<file path="config.mk">
export PLATFORM = sky130hd
export DESIGN_NAME = int_sequencer
export DESIGN_NICKNAME = d
export VERILOG_FILES = /design/src/rtl/cpu_pkg.sv /design/src/rtl/int_sequencer.sv
export SDC_FILE = /design/constraint.sdc
export NUM_CORES = 1
export LEC_CHECK = 0
export ABC_AREA = 1
export CAP_MARGIN = 5
export CORE_MARGIN = 4
export CORE_UTILIZATION = 43
export DETAILED_ROUTE_END_ITERATION = 10
export PLACE_DENSITY = 0.77
export SLEW_MARGIN = 40
export SYNTH_ARGS = -nofsm -noshare
export SYNTH_HDL_FRONTEND = slang
export SYNTH_SLANG_ARGS = --single-unit
export TNS_END_PERCENT = 5
</file>
<file path="constraint.sdc">
create_clock -name clk -period 1.88 [get_ports clk]
set_input_delay 0.376 -clock clk [delete_from_list [all_inputs] [get_ports clk]]
set_output_delay 0.376 -clock clk [all_outputs]
set_load 0.1 [all_outputs]
</file>
<file path="src/rtl/cpu_pkg.sv">
// Shared CPU definitions used by the interrupt sequencer.
// Contents:
//   seq_state_t       - interrupt entry / RETI unwind sequencer states
//   STACK_FRAME_BYTES - bytes pushed per interrupt entry (PCH, PCL, flags)
//   DEFAULT_IE_BIT    - bit of the pushed flag byte that carries saved ie
//   FLAG_*            - bit positions of the CPU flag register
package cpu_pkg;

   typedef enum logic [3:0] {
      IDLE     = 4'd0,
      PUSH_PCH = 4'd1,
      PUSH_PCL = 4'd2,
      PUSH_FLG = 4'd3,
      VECTOR   = 4'd4,
      POP_FLG  = 4'd5,
      POP_PCL  = 4'd6,
      POP_PCH  = 4'd7,
      RESTORE  = 4'd8
   } seq_state_t;

   localparam int STACK_FRAME_BYTES = 3;
   localparam int DEFAULT_IE_BIT    = 7;

   localparam int FLAG_C = 0;
   localparam int FLAG_Z = 1;
   localparam int FLAG_N = 2;
   localparam int FLAG_V = 3;

endpackage

</file>
<file path="src/rtl/int_sequencer.sv">
// CPU-side interrupt sequencer. Accepts a PIC request at an instruction
// boundary, pushes PC and flags to the stack, redirects the PC to the
// vector and pulses intAck; also unwinds RETI and owns the global ie bit.
// Ports:
//   clk, reset                 - clock, asynchronous active-high reset
//   interrupt, intVect, intAck - PIC request level, handler address, taken pulse
//   inst_done, reti, sei, cli  - CPU boundary and decoded control instructions
//   pc, flags                  - current CPU PC and flags (captured on entry)
//   stall                      - freezes fetch/execute while sequencing
//   stk_req/we/wdata/rdata/ack - byte-wide stack access handshake
//   pc_load, pc_next           - one-cycle PC load
//   flags_load, flags_out      - one-cycle flag restore
//   ie                         - global interrupt enable
module int_sequencer
   import cpu_pkg::*;
#(
   parameter int FLAG_W = 4,
   parameter int IE_BIT = DEFAULT_IE_BIT
)(
   input  logic              clk,
   input  logic              reset,
   input  logic              interrupt,
   input  logic [15:0]       intVect,
   output logic              intAck,
   input  logic              inst_done,
   input  logic              reti,
   input  logic              sei,
   input  logic              cli,
   input  logic [15:0]       pc,
   input  logic [FLAG_W-1:0] flags,
   output logic              stall,
   output logic              stk_req,
   output logic              stk_we,
   output logic [7:0]        stk_wdata,
   input  logic [7:0]        stk_rdata,
   input  logic              stk_ack,
   output logic              pc_load,
   output logic [15:0]       pc_next,
   output logic              flags_load,
   output logic [FLAG_W-1:0] flags_out,
   output logic              ie
);

   seq_state_t state, state_nx;

   // Captured on acceptance
   logic [15:0]       pc_q;
   logic [15:0]       vect_q;
   logic [FLAG_W-1:0] flags_q;
   logic              ie_saved;
   // Collected during RETI unwind
   logic [FLAG_W-1:0] rest_flags_q;
   logic              rest_ie_q;
   logic [7:0]        rest_lo_q;
   logic [7:0]        rest_hi_q;

   logic [7:0]        flag_byte;
   logic              accept;

   // Padding bits of the popped flag byte carry no state
   logic              pad_unused;
   assign pad_unused = ^stk_rdata;

   // ie is the registered value, so an SEI at this boundary cannot enable
   // acceptance until the following boundary.
   assign accept = inst_done && !reti && interrupt && ie;

   // ---------------- state register ----------------
   always_ff @(posedge clk or posedge reset) begin
      if (reset) state <= IDLE;
      else       state <= state_nx;
   end

   // ---------------- next state ----------------
   always_comb begin
      state_nx = state;
      unique case (state)
         IDLE: begin
            if (inst_done && reti) state_nx = POP_FLG;
            else if (accept)       state_nx = PUSH_PCH;
         end
         PUSH_PCH: if (stk_ack) state_nx = PUSH_PCL;
         PUSH_PCL: if (stk_ack) state_nx = PUSH_FLG;
         PUSH_FLG: if (stk_ack) state_nx = VECTOR;
         VECTOR:                state_nx = IDLE;
         POP_FLG:  if (stk_ack) state_nx = POP_PCL;
         POP_PCL:  if (stk_ack) state_nx = POP_PCH;
         POP_PCH:  if (stk_ack) state_nx = RESTORE;
         RESTORE:               state_nx = IDLE;
         default:               state_nx = IDLE;
      endcase
   end

   // ---------------- outputs ----------------
   always_comb begin
      flag_byte                = '0;
      flag_byte[FLAG_W-1:0]    = flags_q;
      flag_byte[IE_BIT]        = ie_saved;
   end

   always_comb begin
      intAck     = 1'b0;
      stk_req    = 1'b0;
      stk_we     = 1'b0;
      stk_wdata  = '0;
      pc_load    = 1'b0;
      pc_next    = '0;
      flags_load = 1'b0;
      flags_out  = '0;
      stall      = (state != IDLE);
      unique case (state)
         PUSH_PCH: begin
            stk_req   = 1'b1;
            stk_we    = 1'b1;
            stk_wdata = pc_q[15:8];
         end
         PUSH_PCL: begin
            stk_req   = 1'b1;
            stk_we    = 1'b1;
            stk_wdata = pc_q[7:0];
         end
         PUSH_FLG: begin
            stk_req   = 1'b1;
            stk_we    = 1'b1;
            stk_wdata = flag_byte;
         end
         VECTOR: begin
            pc_load = 1'b1;
            pc_next = vect_q;
            intAck  = 1'b1;
         end
         POP_FLG, POP_PCL, POP_PCH: begin
            stk_req = 1'b1;
         end
         RESTORE: begin
            pc_load    = 1'b1;
            pc_next    = {rest_hi_q, rest_lo_q};
            flags_load = 1'b1;
            flags_out  = rest_flags_q;
         end
         default: ;
      endcase
   end

   // ---------------- ie and capture registers ----------------
   always_ff @(posedge clk or posedge reset) begin
      if (reset) begin
         ie           <= 1'b0;
         pc_q         <= '0;
         vect_q       <= '0;
         flags_q      <= '0;
         ie_saved     <= 1'b0;
         rest_flags_q <= '0;
         rest_ie_q    <= 1'b0;
         rest_lo_q    <= '0;
         rest_hi_q    <= '0;
      end else begin
         unique case (state)
            IDLE: begin
               if (inst_done && !reti) begin
                  if (accept) begin
                     pc_q     <= pc;
                     vect_q   <= intVect;
                     flags_q  <= flags;
                     ie_saved <= ie;
                     ie       <= 1'b0;
                  end else if (cli) begin
                     ie <= 1'b0;
                  end else if (sei) begin
                     ie <= 1'b1;
                  end
               end
            end
            POP_FLG: if (stk_ack) begin
               rest_flags_q <= stk_rdata[FLAG_W-1:0];
               rest_ie_q    <= stk_rdata[IE_BIT];
            end
            POP_PCL: if (stk_ack) rest_lo_q <= stk_rdata;
            POP_PCH: if (stk_ack) rest_hi_q <= stk_rdata;
            RESTORE: ie <= rest_ie_q;
            default: ;
         endcase
      end
   end

endmodule

</file>
# Yosys cells after proc, flatten, opt, wreduce, memory -nomap -nowiden
# Index checks and enable logic that the tools add are counted.
# classes
n_reduce_logical	17
eq_ne	17
n_mux	22
# op_table
cell	n
two-way mux 4 bit	9
case mux 16 bit (2 select lines)	1
case mux 4 bit (7 select lines)	1
case mux 8 bit (3 select lines)	1
equality test 4 x 3 -> 1 bit, second input constant	4
inequality test 2 bit, second input constant	7
two-way mux 1 bit	9
equality test 4 x 2 -> 1 bit, second input constant	2
AND reduction 7 bit	1
AND reduction 2 bit	3
AND reduction 3 bit	2
OR reduction 6 bit	1
equality test 4 x 1 -> 1 bit, second input constant	1
equality test 4 bit, second input constant	1
logical AND 1 bit	4
logical NOT 4 bit	1
inequality test 4 bit, second input constant	1
nonzero test 4 bit	1
inequality test 3 bit, second input constant	1
OR reduction 3 bit	1
case mux 1 bit (2 select lines)	1
nonzero test 2 bit	1
OR reduction 2 bit	1
logical NOT 1 bit	1
# totals
register_bits	63
elab_cells	66
in_bits	52

# Longest topological paths before layout
# logic_depth
ltp_word	7
depth_mapped	8
mapped_depth_nobuf	8

# Worst setup path after synthesis
# OpenSTA, ideal clock, no wires.
# synth_timing
path_kind	reg-to-output
startpoint	register state[0]
endpoint	output port pc_next[14]
slack_ns	-1.408
arrival_time_ns	2.912
stages_incl_launch_ff	4
path_buffers	0
cell_sequence	dfrtp_1 -> nor2_4 -> nand2_1 -> o21ai_0
# synth_via
elab_chain_cells	2
word_cells_on_any_way	3
classes_between	2 x eq/ne; 1 x mux
# synth_lines
item	line_no	rtl
start, declared	int_sequencer.sv:44	seq_state_t state, state_nx;
start signal, assigned	int_sequencer.sv:71	else state <= state_nx;
equality test 4 bit / equality test 4 x 3 -> 1 bit (equally long branches)	int_sequencer.sv:111	unique case (state)
case mux 16 bit (2 select lines) *	int_sequencer.sv:111	
end, declared	int_sequencer.sv:38	output logic [15:0] pc_next,
# Every way passes the cells marked *; elsewhere a longest branch is shown, timed or not.

# Worst setup path after layout
# layout_timing
startpoint	register state[2]
endpoint	output port pc_next[6]
# The elaborated chain is that of the path after synthesis.

==> flow_metrics.env <==
export IMPL_run_status="complete, but fails checks"
export IMPL_failed_checks="setup timing"
export IMPL_wl_mm=7.72
export IMPL_cts_hold_fix_buffers=0
export IMPL_gr_usage_all_layers_pct=19.8
export IMPL_dpl_instance_area_sq_um=4420
export IMPL_synthesis_yosys_warnings=0
export IMPL_reg2reg_setup_slack_ps=180
export IMPL_fp_coreArea_sq_um=6760
export IMPL_post_synth_inst_count=357
export IMPL_drt_pre_antenna_iters=4
export IMPL_hold_class="in2async"
export IMPL_ctsRootBufferMaster="sky130_fd_sc_hd__clkbuf_8"
export IMPL_final_cell_count_no_fill=543
export IMPL_tritoncts_num_buffers=9
export IMPL_clk_path_buf_depth=2
export IMPL_yosys_register_bits=63
export IMPL_antenna_cells=0
export IMPL_die_height_um=91.2
export IMPL_layout_drive_gt1_share_pct=26.6
export IMPL_critical_path_endpoint_type="primary output"
export IMPL_synth_cell_area_sq_um=2980
export IMPL_start_util_pct=44.1
export IMPL_dp_hpwl_mm=5.67
export IMPL_layout_core_utilization_pct=71.1
export IMPL_final_period_minus_worst_setup_slack_ps=2080
export IMPL_slew_headroom_pct=78.8
export IMPL_yosysUniqueCellTypes=25
export IMPL_dr_first_iter_drc_count=197
export IMPL_flow_area_growth_from_synthesis_pct=61.2
export IMPL_critical_path_class="reg2out"
export IMPL_dp_cells=524
export IMPL_post_route_worst_setup_slack_ps=-204
export IMPL_synth_avg_cell_area_sq_um=8.34
export IMPL_clk_pin_slew_worst_paths_ps=80
export IMPL_grt_pass1_vias=2795
export IMPL_htreeDepth=3
export IMPL_timing_critical_path_arrival_ps=1710
export IMPL_row_count=30
export IMPL_synth_net_count=409
export IMPL_avgRoutedWirePerCell_um=14.2
export IMPL_maxCapViolCount=0
export IMPL_worst_skew_pair_late_latency_ps=340
export IMPL_post_layout_total_power_uw=8090
export IMPL_critical_path_startpoint_type="flop"
export IMPL_ant_nets=0
export IMPL_floorplan_die_area_sq_um=8320
export IMPL_finalCritPeriodShare_pct=111
export IMPL_power_density_cell_area_nw_per_um2=1680
export IMPL_ios=87
export IMPL_gp_congestion=0.869
export IMPL_grt_pass1_wl_mm=13.0
export IMPL_drc_errors=0
export IMPL_layout_nets=510
export IMPL_synth_seq_area_share_pct=52.9
export IMPL_ir_worst_vdd_mv=0.830
export IMPL_route_vias_total=2707
export IMPL_placement_io_buffers=86
export IMPL_slew_limit_fails=0
export IMPL_final_setup_viol_count=31
export IMPL_grt_overflow_total=0
export IMPL_via_per_inst=4.99
export IMPL_die_w_um=91.2
export IMPL_clock_tree_skew_after_final_layout_ps=10.3
export IMPL_antenna_violations_before_repair=0
export IMPL_critical_path_required_ps=1500
export IMPL_leakagePower_uw=0.00238
export IMPL_n_fill_cell=500
export IMPL_final_cell_area_sq_um=4800
export IMPL_maximum_number_of_pins_on_one_net_before_global_route_repair=64
export IMPL_rsz0062_at_grt="yes"
export IMPL_maximum_fanout_count_along_the_critical_path=8
export IMPL_max_clock_freq_mhz=480
export IMPL_tightestPinTransition_ps=318
export IMPL_cts_tree="done"
export IMPL_timing_hold_ws_ps=438
export IMPL_timing_hold_violations_final=0
export IMPL_clock_sinks=63
## area by class of cell
cell class	instances	area, sq um	share of cell area, %
clock buffers	9	124	2.58
flip-flops and latches	63	1580	32.9
well taps	80	100	2.08
inverters	67	264	5.50
repair inverters	1	7.51	0.156
repair buffers	100	1360	28.3
multi-input cells	216	1270	26.5
clock inverters	7	97.6	2.03
## worst max-delay path, cell delays in order (launching register included)
cell and delay [ps]:
sky130_fd_sc_hd__dfrtp_2 460, sky130_fd_sc_hd__inv_4 100, sky130_fd_sc_hd__nor2_4 60, sky130_fd_sc_hd__nand2_4 110
sky130_fd_sc_hd__clkinvlp_4 190, sky130_fd_sc_hd__a22o_2 290, sky130_fd_sc_hd__buf_12 170
## Yosys cell counts
master,count,area share (%)
sky130_fd_sc_hd__a21oi_1,10,1.7
sky130_fd_sc_hd__a21oi_2,1,0.29
sky130_fd_sc_hd__a22o_1,15,4.4
sky130_fd_sc_hd__buf_2,4,0.67
sky130_fd_sc_hd__buf_4,3,0.76
sky130_fd_sc_hd__buf_6,4,1.5
sky130_fd_sc_hd__dfrtp_1,63,53
sky130_fd_sc_hd__inv_1,62,7.8
sky130_fd_sc_hd__inv_2,4,0.50
sky130_fd_sc_hd__inv_4,1,0.21
sky130_fd_sc_hd__nand2_1,90,11
sky130_fd_sc_hd__nand2_2,1,0.21
sky130_fd_sc_hd__nand2_4,1,0.38
sky130_fd_sc_hd__nand3_1,7,1.2
sky130_fd_sc_hd__nand3_2,1,0.34
sky130_fd_sc_hd__nand3_4,1,0.59
sky130_fd_sc_hd__nand3b_1,2,0.50
sky130_fd_sc_hd__nand4_1,2,0.42
sky130_fd_sc_hd__nor2_1,24,3.0
sky130_fd_sc_hd__nor2_4,3,1.1
sky130_fd_sc_hd__nor3_1,2,0.34
sky130_fd_sc_hd__o21ai_0,17,2.9
sky130_fd_sc_hd__o21ai_1,34,5.7
sky130_fd_sc_hd__o221ai_1,2,0.59
sky130_fd_sc_hd__o22ai_1,3,0.63
## layer usage
layer	share of wire (%)	global-route usage [%]	up-vias	routed length, um
met1	43	24.2	1247	3310
met5	0	0	-	0
li1	-	-	1334	-
met2	50	33.4	105	3850
met4	3.0	8.29	0	229
met3	4.4	4.72	21	338
## state kept, by name, summed over array words and instances (netlist names)
signal,flops
ie_saved,1
ie,1
state,4
pc_q,16
vect_q,16
rest_flags_q,4
rest_lo_q,8
rest_ie_q,1
flags_q,4
rest_hi_q,8
## layout by cell type (no fill, tap or decap)
master,count
sky130_fd_sc_hd__a22o_1,1
sky130_fd_sc_hd__inv_2,6
sky130_fd_sc_hd__inv_4,2
sky130_fd_sc_hd__clkdlybuf4s50_1,51
sky130_fd_sc_hd__dfrtp_2,4
sky130_fd_sc_hd__a22o_2,9
sky130_fd_sc_hd__clkinv_4,2
sky130_fd_sc_hd__o21ai_0,16
sky130_fd_sc_hd__nand3b_1,2
sky130_fd_sc_hd__clkbuf_8,9
sky130_fd_sc_hd__nor2_1,16
sky130_fd_sc_hd__o21ai_1,34
sky130_fd_sc_hd__nand2_4,5
sky130_fd_sc_hd__nand3_2,4
sky130_fd_sc_hd__nor3_1,2
sky130_fd_sc_hd__inv_1,58
sky130_fd_sc_hd__nor2_4,3
sky130_fd_sc_hd__nand2_2,2
sky130_fd_sc_hd__buf_6,1
sky130_fd_sc_hd__clkinvlp_4,3
sky130_fd_sc_hd__a21oi_2,1
sky130_fd_sc_hd__nand4_1,2
sky130_fd_sc_hd__clkinv_2,1
sky130_fd_sc_hd__o22ai_4,3
sky130_fd_sc_hd__o21ai_4,1
sky130_fd_sc_hd__dfrtp_1,59
sky130_fd_sc_hd__buf_4,10
sky130_fd_sc_hd__bufinv_16,2
sky130_fd_sc_hd__nand3_1,4
sky130_fd_sc_hd__a21oi_1,10
sky130_fd_sc_hd__inv_8,1
sky130_fd_sc_hd__buf_12,38
sky130_fd_sc_hd__a22o_4,5
sky130_fd_sc_hd__o221ai_4,2
sky130_fd_sc_hd__nor2_2,8
sky130_fd_sc_hd__nand2_1,85
sky130_fd_sc_hd__nand3_4,1
## cells by family after synthesis
group,count (synthesis),synth area share (%)
flip-flops,63,52.9
buffers and inverters,78,11.5
AND/OR/NAND/NOR,134,19.4
AO/OA/AOI/OAI,82,16.2
## stage by stage
| stage | TNS (ps) | worst slack (ps) |
|---|---|---|
| after floorplan | -10670 | -312 |
| after global placement | 0 | 98.8 |
| after detailed placement | 0 | 21.1 |
| after CTS | -4240 | -173 |
| after global routing | -6440 | -274 |
| final | -4280 | -204 |
## where the power goes
group / leakage, uW / switching [uW] / internal [uW]
registers: 0.000778 / 388 / 1920
logic: 0.00150 / 2870 / 1630
clock network: 0.000105 / 533 / 747
## path summary, 6_finish.rpt
kind                                               end            startpoint  cells past startpoint
worst max-delay path                        pc_next[6]  state[2]$_DFFE_PP0P_                      6
max in group asynchronous         state[3]$_DFFE_PP0P_                 reset                      3
min in group clk                  pc_q[15]$_DFFE_PP0P_  pc_q[15]$_DFFE_PP0P_                      2
worst max register to register    pc_q[11]$_DFFE_PP0P_  state[3]$_DFFE_PP0P_                      9
worst min register to register    pc_q[15]$_DFFE_PP0P_  pc_q[15]$_DFFE_PP0P_                      2
worst min-delay path            vect_q[15]$_DFFE_PP0P_                 reset                      3
## what timing repair did
item                       in CTS  in global routing
pin swaps                       9                  0
gates resized for setup        30                  4
setup buffers                   2                  0
setup endpoints to repair      32                 32
cloned                          1                  0
Note: power is estimated with default switching activity, not from simulation.
